--- config.mk ---
export PLATFORM = sky130hd
export DESIGN_NAME = pipeline_ctrl
export DESIGN_NICKNAME = d
export VERILOG_FILES = /design/src/rtl/pipeline_ctrl.sv
export SDC_FILE = /design/constraint.sdc
export NUM_CORES = 1
export LEC_CHECK = 0
export ABC_AREA = 1
export CAP_MARGIN = 20
export CORE_UTILIZATION = 28
export CTS_CLUSTER_SIZE = 28
export DETAILED_ROUTE_END_ITERATION = 10
export PLACE_DENSITY_LB_ADDON = 0.2
export SYNTH_ARGS = -nofsm -noshare
export SYNTH_HDL_FRONTEND = slang
export SYNTH_SLANG_ARGS = --single-unit
export TNS_END_PERCENT = 20
--- constraint.sdc ---
create_clock -name clk -period 1.6 [get_ports clk]
set_input_delay 0.32 -clock clk [delete_from_list [all_inputs] [get_ports clk]]
set_output_delay 0.32 -clock clk [all_outputs]
set_load 0.005 [all_outputs]
--- src/rtl/pipeline_ctrl.sv ---
// ============================================================================
// pipeline_ctrl
// ----------------------------------------------------------------------------
// Hazard and sequencing controller for a 5-stage RV32I pipeline. It drives
// the decode stage's stop/bubble inputs and the fetch stage's PC-hold and
// flush controls. The controller:
//   - detects load-use hazards on the instruction waiting in IF/ID,
//   - inserts bubbles and flushes IF/ID after taken branches and jumps,
//   - freezes the whole pipeline while the memory stage is busy.
//
// Optional build macro: PIPE_CTRL_PERF_EN
//   defined     -> 32-bit wrapping performance counters stall_cnt/flush_cnt
//   not defined -> no counter flops, both counter outputs tied to 0
//
// Parameters:
//   LOAD_LAT      bubble cycles per load-use hazard        (1..7)
//   FLUSH_CYCLES  bubble/flush cycles per EX redirect      (1..7)
//
// Ports:
//   clk          in   1   system clock, rising edge
//   reset        in   1   synchronous active-high reset
//   id_command   in  32   instruction in IF/ID
//   ex_reg_d     in   5   destination register of the ID/EX instruction
//   ex_is_load   in   1   ID/EX instruction is a load
//   ex_redirect  in   1   EX resolved a taken branch / jal / jalr
//   mem_busy     in   1   memory stage cannot complete this cycle
//   stop         out  1   freeze all pipeline registers
//   bubble       out  1   decode captures a nop at the next edge
//   pc_hold      out  1   fetch keeps PC and IF/ID contents
//   if_flush     out  1   fetch invalidates IF/ID, loads redirect target
//   ctrl_state   out  2   0 RUN, 1 LOAD_STALL, 2 FLUSH
//   stall_cnt    out 32   stall-cycle performance counter
//   flush_cnt    out 32   flush-cycle performance counter
// ============================================================================
module pipeline_ctrl #(
    parameter int LOAD_LAT     = 1,
    parameter int FLUSH_CYCLES = 2
) (
    input  logic        clk,
    input  logic        reset,
    input  logic [31:0] id_command,
    input  logic [4:0]  ex_reg_d,
    input  logic        ex_is_load,
    input  logic        ex_redirect,
    input  logic        mem_busy,
    output logic        stop,
    output logic        bubble,
    output logic        pc_hold,
    output logic        if_flush,
    output logic [1:0]  ctrl_state,
    output logic [31:0] stall_cnt,
    output logic [31:0] flush_cnt
);

    localparam logic [1:0] ST_RUN        = 2'd0;
    localparam logic [1:0] ST_LOAD_STALL = 2'd1;
    localparam logic [1:0] ST_FLUSH      = 2'd2;

    // Counter start values: the detection cycle itself is the first bubble,
    // so the non-RUN state only has to cover the remaining N-1 cycles.
    localparam logic [2:0] LOAD_INIT  = 3'(LOAD_LAT - 1);
    localparam logic [2:0] FLUSH_INIT = 3'(FLUSH_CYCLES - 1);

    localparam logic [6:0] OP_JALR   = 7'b1100111;
    localparam logic [6:0] OP_LOAD   = 7'b0000011;
    localparam logic [6:0] OP_IMM    = 7'b0010011;
    localparam logic [6:0] OP_BRANCH = 7'b1100011;
    localparam logic [6:0] OP_STORE  = 7'b0100011;
    localparam logic [6:0] OP_OP     = 7'b0110011;
    localparam logic [6:0] OP_SYSTEM = 7'b1110011;

    logic [1:0] r_state;
    logic [2:0] r_cnt;
    logic [1:0] w_state_next;
    logic [2:0] w_cnt_next;

    logic       w_stop;
    logic       w_bubble;
    logic       w_pc_hold;
    logic       w_if_flush;

    // ------------------------------------------------------------------------
    // Operand-usage decode and load-use hazard detection
    // ------------------------------------------------------------------------
    logic [6:0] w_opcode;
    logic [2:0] w_funct3;
    logic [4:0] w_rs1;
    logic [4:0] w_rs2;
    logic       w_rs1_used;
    logic       w_rs2_used;
    logic       w_hazard;

    assign w_opcode = id_command[6:0];
    assign w_funct3 = id_command[14:12];
    assign w_rs1    = id_command[19:15];
    assign w_rs2    = id_command[24:20];

    // Bits of the instruction that play no part in operand usage.
    logic w_unused_bits;
    assign w_unused_bits = ^{id_command[31:25], id_command[11:7]};

    always_comb begin
        w_rs1_used = 1'b0;
        w_rs2_used = 1'b0;
        case (w_opcode)
            OP_JALR, OP_LOAD, OP_IMM: w_rs1_used = 1'b1;
            OP_BRANCH, OP_STORE, OP_OP: begin
                w_rs1_used = 1'b1;
                w_rs2_used = 1'b1;
            end
            // Register-form CSR ops read rs1; ecall/ebreak (funct3 0) and
            // the immediate forms (funct3[2] set) carry no register source.
            OP_SYSTEM: w_rs1_used = (w_funct3 != 3'b000) && !w_funct3[2];
            default: begin
                w_rs1_used = 1'b0;
                w_rs2_used = 1'b0;
            end
        endcase
    end

    // x0 is hard-wired to zero, so a load into it never creates a hazard.
    assign w_hazard = ex_is_load && (ex_reg_d != 5'd0) &&
                      ((w_rs1_used && (w_rs1 == ex_reg_d)) ||
                       (w_rs2_used && (w_rs2 == ex_reg_d)));

    // ------------------------------------------------------------------------
    // Next-state and output logic
    // Priority: reset > mem_busy > ex_redirect > hazard > counter.
    // ------------------------------------------------------------------------
    always_comb begin
        w_stop       = 1'b0;
        w_bubble     = 1'b0;
        w_pc_hold    = 1'b0;
        w_if_flush   = 1'b0;
        w_state_next = r_state;
        w_cnt_next   = r_cnt;

        if (reset) begin
            // Outputs forced quiet; state is cleared by the register block.
            w_state_next = ST_RUN;
            w_cnt_next   = 3'd0;
        end else if (mem_busy) begin
            // Whole pipeline frozen: state and counter hold, and a pending
            // redirect is held by its source until mem_busy falls.
            w_stop    = 1'b1;
            w_pc_hold = 1'b1;
        end else if (ex_redirect) begin
            // Taken from any state: aborts a load stall and restarts an
            // ongoing flush.
            w_bubble   = 1'b1;
            w_if_flush = 1'b1;
            if (FLUSH_CYCLES > 1) begin
                w_state_next = ST_FLUSH;
                w_cnt_next   = FLUSH_INIT;
            end else begin
                w_state_next = ST_RUN;
                w_cnt_next   = 3'd0;
            end
        end else begin
            case (r_state)
                ST_RUN: begin
                    if (w_hazard) begin
                        w_bubble  = 1'b1;
                        w_pc_hold = 1'b1;
                        if (LOAD_LAT > 1) begin
                            w_state_next = ST_LOAD_STALL;
                            w_cnt_next   = LOAD_INIT;
                        end
                    end
                end
                ST_LOAD_STALL: begin
                    w_bubble  = 1'b1;
                    w_pc_hold = 1'b1;
                    if (r_cnt <= 3'd1) begin
                        w_state_next = ST_RUN;
                        w_cnt_next   = 3'd0;
                    end else begin
                        w_cnt_next = r_cnt - 3'd1;
                    end
                end
                ST_FLUSH: begin
                    w_bubble   = 1'b1;
                    w_if_flush = 1'b1;
                    if (r_cnt <= 3'd1) begin
                        w_state_next = ST_RUN;
                        w_cnt_next   = 3'd0;
                    end else begin
                        w_cnt_next = r_cnt - 3'd1;
                    end
                end
                default: begin
                    // Unreachable encoding: recover to RUN.
                    w_state_next = ST_RUN;
                    w_cnt_next   = 3'd0;
                end
            endcase
        end
    end

    always_ff @(posedge clk) begin
        if (reset) begin
            r_state <= ST_RUN;
            r_cnt   <= 3'd0;
        end else begin
            r_state <= w_state_next;
            r_cnt   <= w_cnt_next;
        end
    end

    assign stop       = w_stop;
    assign bubble     = w_bubble;
    assign pc_hold    = w_pc_hold;
    assign if_flush   = w_if_flush;
    assign ctrl_state = reset ? ST_RUN : r_state;

    // ------------------------------------------------------------------------
    // Performance counters
    // ------------------------------------------------------------------------
`ifdef PIPE_CTRL_PERF_EN
    logic [31:0] r_stall_cnt;
    logic [31:0] r_flush_cnt;

    always_ff @(posedge clk) begin
        if (reset) begin
            r_stall_cnt <= 32'd0;
            r_flush_cnt <= 32'd0;
        end else begin
            if (w_stop || (w_pc_hold && w_bubble))
                r_stall_cnt <= r_stall_cnt + 32'd1;
            if (w_if_flush)
                r_flush_cnt <= r_flush_cnt + 32'd1;
        end
    end

    assign stall_cnt = r_stall_cnt;
    assign flush_cnt = r_flush_cnt;
`else
    assign stall_cnt = 32'd0;
    assign flush_cnt = 32'd0;
`endif

endmodule

Word-level counts from Yosys, hierarchy flattened --
Index checks and enable logic that the tools add are counted.
Storage, ports and cells: flip-flop bits (word level) 5, bits in latches 0, memory bits (writable) 0, memory bits (read-only) 0, bits of input ports 42, output and inout port bits 70, word-level logic and storage cells 57, memories kept 0
Cells by class: $add $sub $neg 1, $mul 0, divide/modulo/power cells 0, $lt $le $gt $ge 1, eq/ne operators 13, shift-type cells 0, mux-type cells 24, bitwise operators 1, reductions and logical operators 15
Operators by type and width (number):
- 7-bit == test, second input constant | 3
- 7-bit by 6-bit == test with 1-bit output, second input constant | 2
- 1-bit two-way mux | 14
- 5-bit == test | 2
- 7-bit by 2-bit == test with 1-bit output, second input constant | 1
- 7-bit by 5-bit == test with 1-bit output, second input constant | 1
- 2-bit two-way mux | 3
- 3-bit two-way mux | 2
- 1-bit one-hot mux with 2 select lines | 3
- 3-bit one-hot mux with 2 select lines | 1
- 6-bit OR reduction | 1
- 1-bit logical AND | 5
- 5-bit nonzero test | 1
- 2-bit one-hot mux with 2 select lines | 1
- 3-bit by 1-bit less-or-equal comparator with 1-bit output, second input constant | 1
- 3-bit by 1-bit inequality test with 1-bit output, second input constant | 1
- 3-bit AND reduction | 1
- 3-bit nonzero test | 1
- 3-bit OR reduction | 1
- 3-bit by 1-bit subtractor with 3-bit output, second input constant | 1
- 2-bit by 1-bit == test with 1-bit output, second input constant | 1
- 2-bit == test, second input constant | 1
- 2-bit zero test | 1
- 2-bit inequality test, second input constant | 1
- other kinds (5) | 5

Longest topological paths before layout --
Gate-level depths: netlist of the first run.
word-level depth 11, mapped depth 9, mapped depth without buffers 9

Worst setup path after synthesis of the first run --
Ideal clock, no wire load.
path type input port to output port, start input id_command[14], end output bubble, arrival 0.915 ns, data required time 1.280 ns, path slack 0.365 ns, stages 8, buffers on the path 0, cell sequence o21bai_1 nand2_1 nand2_1 nor2_1 nand2_1 nand2_1 nand2_1 a21oi_1
On the way: longest elaborated chain between the ends 11, elaborated cells between the ends (all ways) 12, classes of those cells mux (6); reduce/logical (6)
RTL lines:
- start: declaration | RTL line 41 | input logic [31:0] id_command,
- 3-bit nonzero test or 1-bit zero test (tied branches) | RTL line 113 | OP_SYSTEM: w_rs1_used = (w_funct3 != 3'b000) && !w_funct3[2];
- 1-bit logical AND * | RTL line 113
- 1-bit one-hot mux with 2 select lines * | RTL line 105 | case (w_opcode)
- 1-bit logical AND * | RTL line 123 | ((w_rs1_used && (w_rs1 == ex_reg_d)) ||
- 1-bit logical OR * | RTL line 123
- 1-bit logical AND * | RTL line 122 | assign w_hazard = ex_is_load && (ex_reg_d != 5'd0) &&
- 1-bit two-way mux * | RTL line 162 | if (w_hazard) begin
- 1-bit one-hot mux with 2 select lines * | RTL line 160 | case (r_state)
- 1-bit two-way mux * | RTL line 147 | end else if (ex_redirect) begin
- 1-bit two-way mux * | RTL line 142 | end else if (mem_busy) begin
- 1-bit two-way mux * | RTL line 138 | if (reset) begin
- end: declaration | RTL line 47 | output logic bubble,
Mark *: on every way between the ends. The rest lies on a longest branch, timed or not.

Final worst setup path of the first run --
start input mem_busy, end output pc_hold
On the way: longest elaborated chain between the ends 2
RTL lines:
- start: declaration | RTL line 45 | input logic mem_busy,
- 1-bit two-way mux | RTL line 142
- 1-bit two-way mux | RTL line 138
- end: declaration | RTL line 48 | output logic pc_hold,
Every way passes these cells.

==> results of run 1 <==
-- synthesized netlist by cell type, types with 2 or more instances --
cell type   n  share of area
buf_4      65           0.48
dfxtp_1     4          0.079
inv_1      20          0.074
nand3_1     5          0.025
xnor2_1     3          0.026
ha_1        2          0.025
nand2_1    31           0.11
a21oi_1     3          0.015
o21ai_0     3          0.015
nor2_1     17          0.063
-- layout by cell type, fill, tap and decap left out, drive strengths merged, types with 2 or more instances in the layout --
master         instances
nand2                 31
nor2                  17
dlymetal6s2s           2
dfxtp                  4
nand3                  5
xnor2                  3
a21oi                  3
inv                   21
ha                     2
clkdlybuf4s15          4
o21ai                  5
dlygate4sd2            2
conb                  65
clkbuf                21
buf                   15
-- path summary, 6_finish.rpt --
kind | startpoint | end | cells after the start
setup / recovery | mem_busy | pc_hold | 6
hold / removal | reset | r_state[1]$_SDFFE_PP0P_ | 3
hold reg to reg | r_cnt[2]$_SDFFE_PP0P_ | r_cnt[2]$_SDFFE_PP0P_ | 2
setup reg to reg | r_cnt[1]$_SDFFE_PP0P_ | r_cnt[2]$_SDFFE_PP0P_ | 5
-- repair_timing --
item                       in CTS  in global routing
setup endpoints to repair       5                  4
setup buffers                   0                  0
gates cloned                    0                  0
pin swaps                      24                 32
gates resized for setup        56                 72
-- where the power goes --
group | internal [uW] | leakage [uW] | total, uW | switching, uW
clock network | 83.7 | 0.0000138 | 121 | 37.7
logic | 101 | 0.000702 | 225 | 124
registers | 105 | 0.0000327 | 110 | 4.86
-- cell type report --
type	count	share of cell area
Inverter	21	0.0639
Multi-Input combinational cell	139	0.558
Sequential cell	4	0.0649
Clock buffer	3	0.0183
Timing Repair Buffer	42	0.248
Tap cell	46	0.0467
-- through the flow --
stage	total power [uW]	cell area [sq um]
floorplan	331	1250
global placement	340	1220
detailed placement	339	1220
CTS	449	1230
global route	503	1230
finish	456	1230
-- routing by layer --
layer / GRT usage / share of wire / wire length (um)
met5: 0 / 0 / 0
met1: 0.0969 / 0.39 / 715
met4: 0.0523 / 0 / 0
met3: 0.0165 / 0.080 / 145
met2: 0.151 / 0.52 / 949
-- sequential cells by signal, indices dropped and copies added, names as in the netlist --
| signal | cells |
|---|---|
| r_state | 1 |
| r_cnt | 3 |
-- kinds of logic after synthesis --
family | Yosys count | share of synthesized area
xor gates and xnor gates | 4 | 0.0345
AOI/OAI and AO/OA | 13 | 0.0851
buffers and inverters | 86 | 0.559
adders and majority gates | 2 | 0.0247
DFF | 4 | 0.0789
and+or+nand+nor | 55 | 0.215
other | 1 | 0.00370
-- critical path: cells and delay by family --
| family | cells | cell delay, ns |
|---|---|---|
| AND/OR/NAND/NOR | 1 | 0.10 |
| AO/OA/AOI/OAI | 2 | 0.17 |
| buffers and inverters | 3 | 0.65 |
==> results_dict.tcl, run 1 <==
set metrics [dict create \
    die_w_um 62.2 \
    regArea_sq_um 80.1 \
    grt_max_degree 7 \
    grt_pass1_vias 707 \
    hold_viol_final 0 \
    hpwl_um 1600 \
    setup.worst_path.end_class "output pin" \
    maxCapViolCount 0 \
    finalHoldWorstSlack_ns 0.420 \
    placedCellCount 252 \
    postSynthAreaPerCell_sq_um 6.15 \
    syn-cell-area_sq_mm 0.00101 \
    cts_tree "built" \
    critPathRequiredTime_ns 1.28 \
    critical-path-slowest-cell "clkdlybuf4s50_1" \
    portBuffers 34 \
    io_pins 112 \
    overflow 0 \
    p_leak_uw 0.000749 \
    htree_levels 1 \
    rsz0062_at_grt "yes" \
    num-fill-cells 405 \
    synth_seq_cells 4 \
    setup_violations 0 \
    num_vias 890 \
    clk_latency_ns 0.23 \
    path_cells "clkdlybuf4s50_1 > inv_2 > o21ai_2 > nand2_1 > a21oi_2 > buf_2" \
    synth.distinct_cells 22 \
    clock-sinks 4 \
    start_kind "primary input" \
    drc 0 \
    gp_congestion 0.742 \
    clock_skew_ns 0.000552 \
    drt-total-wl_um 1810 \
    final.setup.tns_ns 0 \
    peakVddDrop_mv 0.0851 \
    drt_iter0_drc 21 \
    rows 21 \
    multi_input_area_sq_um 688 \
    dr.pass1.iters 2 \
    r2r_slack_ns 0.38 \
    cp_data_arrival_time_ns 1.23 \
    cts_hold_buf 0 \
    fp.dieH_um 62.2 \
    pre_cts_ws_ns -0.750 \
    clk_pin_slew_ns 0.03 \
    critPathMaxFanout 4 \
    yosysSeqAreaShare 0.0789 \
    holdCritPathClass "primary input to register" \
    track_usage 0.0867 \
    via_per_inst 3.49 \
    critPathKind "primary input to output pin" \
    cts-buffers-inserted 3 \
    diodes 0 \
    drive_gt1_frac 0.306 \
    async_flop_share 0 \
    period_share 0.967 \
    powerDensity_mw_per_mm2 370 \
    die-area_sq_mm 0.00387 \
    final_cells 255 \
    synth-edff-count 0 \
    grt_pass1_wl_um 2720 \
    timing.final.ws_setup_ns 0.0522 \
    max_freq_ghz 0.646 \
    synth_cells 165 \
    wl_per_cell_um 7.10 \
    root_buffer "clkbuf_4" \
    finalMaxSlewViolations 0 \
    fin_util 0.361 \
    yosysWarnings 0 \
    max_stage_delay_ns 0.47 \
    start_util 0.297 \
    clockBufferDepth 2 \
    outcome "finished, final reports clean" \
    grt_antenna_before_repair 0 \
    core_area_sq_mm 0.00342 \
    final_nets 255 \
    drtAntennaViolNets 0 \
    ys.flop_type "dfxtp_1" \
    fin_crit_ns 1.55 \
    area_delta_synth_final_pct 21.6 \
]
Power figures use the tool's default switching activity.
==> run 2, diff against run 1 <==
Settings changed: CAP_MARGIN 20 to unset, GPL_ROUTABILITY_DRIVEN set to 1, SETUP_SLACK_MARGIN set to 0.5.
==> results_dict.tcl, run 2 (synthesis gave the netlist of run 1 again) <==
set metrics [dict create \
    outcome "finished, final reports clean" \
    cp_data_arrival_time_ns 1.19 \
    clk_pin_slew_ns 0.04 \
    fp.dieH_um 62.2 \
    critPathMaxFanout 3 \
    hold_depth 3 \
    p_leak_uw 0.000749 \
    layout_common_cells "conb_1, nand2_1, buf_2, nor2_1, inv_1" \
    clock_skew_ns 0.000874 \
    start_kind "primary input" \
    drt-total-wl_um 1810 \
    diodes 0 \
    grt_antenna_before_repair 0 \
    drt_iter0_drc 22 \
    die_w_um 62.2 \
    switching_share 0.375 \
    holdCritStartpoint "reset" \
    cts_tree "built" \
    clk_latency_ns 0.24 \
    setup_violations 0 \
    finalHoldWorstSlack_ns 0.360 \
    regArea_sq_um 88.8 \
    overflow 0 \
    grt_pass1_wl_um 2930 \
    core_area_sq_mm 0.00342 \
    timing.final.ws_setup_ns 0.0895 \
    powerDensity_mw_per_mm2 376 \
    clkPwrFrac 0.267 \
    layout_commonest_cell "conb_1" \
    wl_per_cell_um 7.07 \
    drc 0 \
    stdcell_area_sq_mm 0.00128 \
    num_vias 881 \
    gp_congestion 0.802 \
    area_delta_synth_final_pct 26.0 \
    multi_input_area_sq_um 708 \
    finalMaxSlewViolations 0 \
    htree_levels 1 \
    die-area_sq_mm 0.00387 \
    clock-sinks 4 \
    placed_cell_area_sq_mm 0.00123 \
    grt_pass1_vias 721 \
    start_util 0.297 \
    max_freq_ghz 0.662 \
    reg2reg_to "r_cnt[2]$_SDFFE_PP0P_" \
    p_int_uw 301 \
    cts_hold_buf 0 \
    final_cells 256 \
    largest_reg_flops 3 \
    portBuffers 34 \
    maxCapViolCount 0 \
    setup.worst_path.end_class "output pin" \
    rsz0062_at_grt "yes" \
    final_nets 256 \
    cts-buffers-inserted 3 \
    r2r_slack_ns 0.53 \
    root_buffer "clkbuf_4" \
    critPathRequiredTime_ns 1.28 \
    clockBufferDepth 2 \
    pre_cts_ws_ns -0.742 \
    drtAntennaViolNets 0 \
    critPathKind "primary input to output pin" \
    grt_max_degree 7 \
    period_share 0.944 \
    p_sw_uw 181 \
    pwr-share-seq 0.228 \
    holdCritPathClass "primary input to register" \
    rr_worst_depth 5 \
    peakVddDrop_mv 0.121 \
    io_pins 112 \
    placedCellCount 252 \
    worst_hold_path.endpoint "r_state[1]$_SDFFE_PP0P_" \
    hold_viol_final 0 \
    dr.pass1.iters 3 \
    r2r-start "r_cnt[1]$_SDFFE_PP0P_" \
    via_per_inst 3.44 \
    rows 21 \
    num-fill-cells 405 \
    drive_gt1_frac 0.367 \
    largestRegisters "r_cnt x3, r_state x1" \
    track_usage 0.0933 \
    comb_power_share 0.505 \
    hpwl_um 1580 \
    fin_crit_ns 1.51 \
    regMostFlops "r_cnt" \
]
-- run 2: cell types whose count changed in the layout (fill, tap and decap cells not counted), sizes merged --
cell,delta
dlymetal6s2s,-1
buf,+18
clkdlybuf4s50,-1
clkbuf,-13
clkdlybuf4s15,-1
dlygate4sd2,-1
-- run 2: cell type report --
class,count,area share
Sequential cell,4,0.0695
Timing Repair Buffer,43,0.249
Inverter,21,0.0656
Multi-Input combinational cell,139,0.554
Clock buffer,3,0.0176
Tap cell,46,0.0450
-- run 2: worst max-delay path, cell delays in order --
cell and delay [ns]:
buf_2 0.12, xor2_1 0.14, nor2_1 0.12, nand4_1 0.09
nand2_1 0.09, nand2_2 0.06, a21oi_2 0.12, buf_2 0.13
-- run 2: per-stage QoR --
step                      TNS [ns]  total power (uW)   util
after floorplan                  0               334      -
after global placement       -2.27               341  0.362
after detailed placement     -2.27               340  0.362
after CTS                        0               461  0.357
after global routing      -0.00870               532  0.374
final                            0               481  0.374
-- run 2: worst max-delay path by stage --
| stage | startpoint | end | slack, ns | depth (start not counted) |
|---|---|---|---|---|
| 2_1_floorplan | id_command[14] | bubble | 0.37 | 8 |
| 3_3_place_gp | ex_reg_d[0] | pc_hold | -0.75 | 9 |
| 3_5_place_dp | ex_reg_d[0] | bubble | -0.74 | 9 |
| 4_1_cts | id_command[14] | pc_hold | 0.05 | 10 |
| 5_1_grt | id_command[19] | pc_hold | -0.009 | 11 |
| 6_report | ex_reg_d[2] | pc_hold | 0.09 | 8 |
-- run 2: layer usage --
layer | global-route usage | share of wire | up-vias | routed length, um
li1 | - | - | 464 | -
met1 | 0.115 | 0.40 | 373 | 722
met2 | 0.159 | 0.54 | 42 | 970
met3 | 0.0129 | 0.056 | 2 | 101
met4 | 0.0436 | 0.0083 | 0 | 15
met5 | 0 | 0 | - | 0
-- run 2: what timing repair did --
item / 4_1_cts / 5_1_grt
pin swaps: 35 / 30
resized for setup: 119 / 44
setup endpoints to repair: 9 / 9
hold endpoints to repair: 0 / 0
buffers inserted: 1 / 0
-- run 2: power by group through the flow --
stage	sequential, uW	clock (uW)	combinational [uW]
after floorplan	111	0	223
after global placement	111	0	230
after detailed placement	111	0	230
after CTS	109	133	219
after global routing	110	146	275
final	110	128	243
==> run 3, diff against run 2 <==
Settings changed: SLEW_MARGIN set to 10.
==> results of run 3 <==
Same layout as run 2: the final DEF is identical, and so are final timing and power.
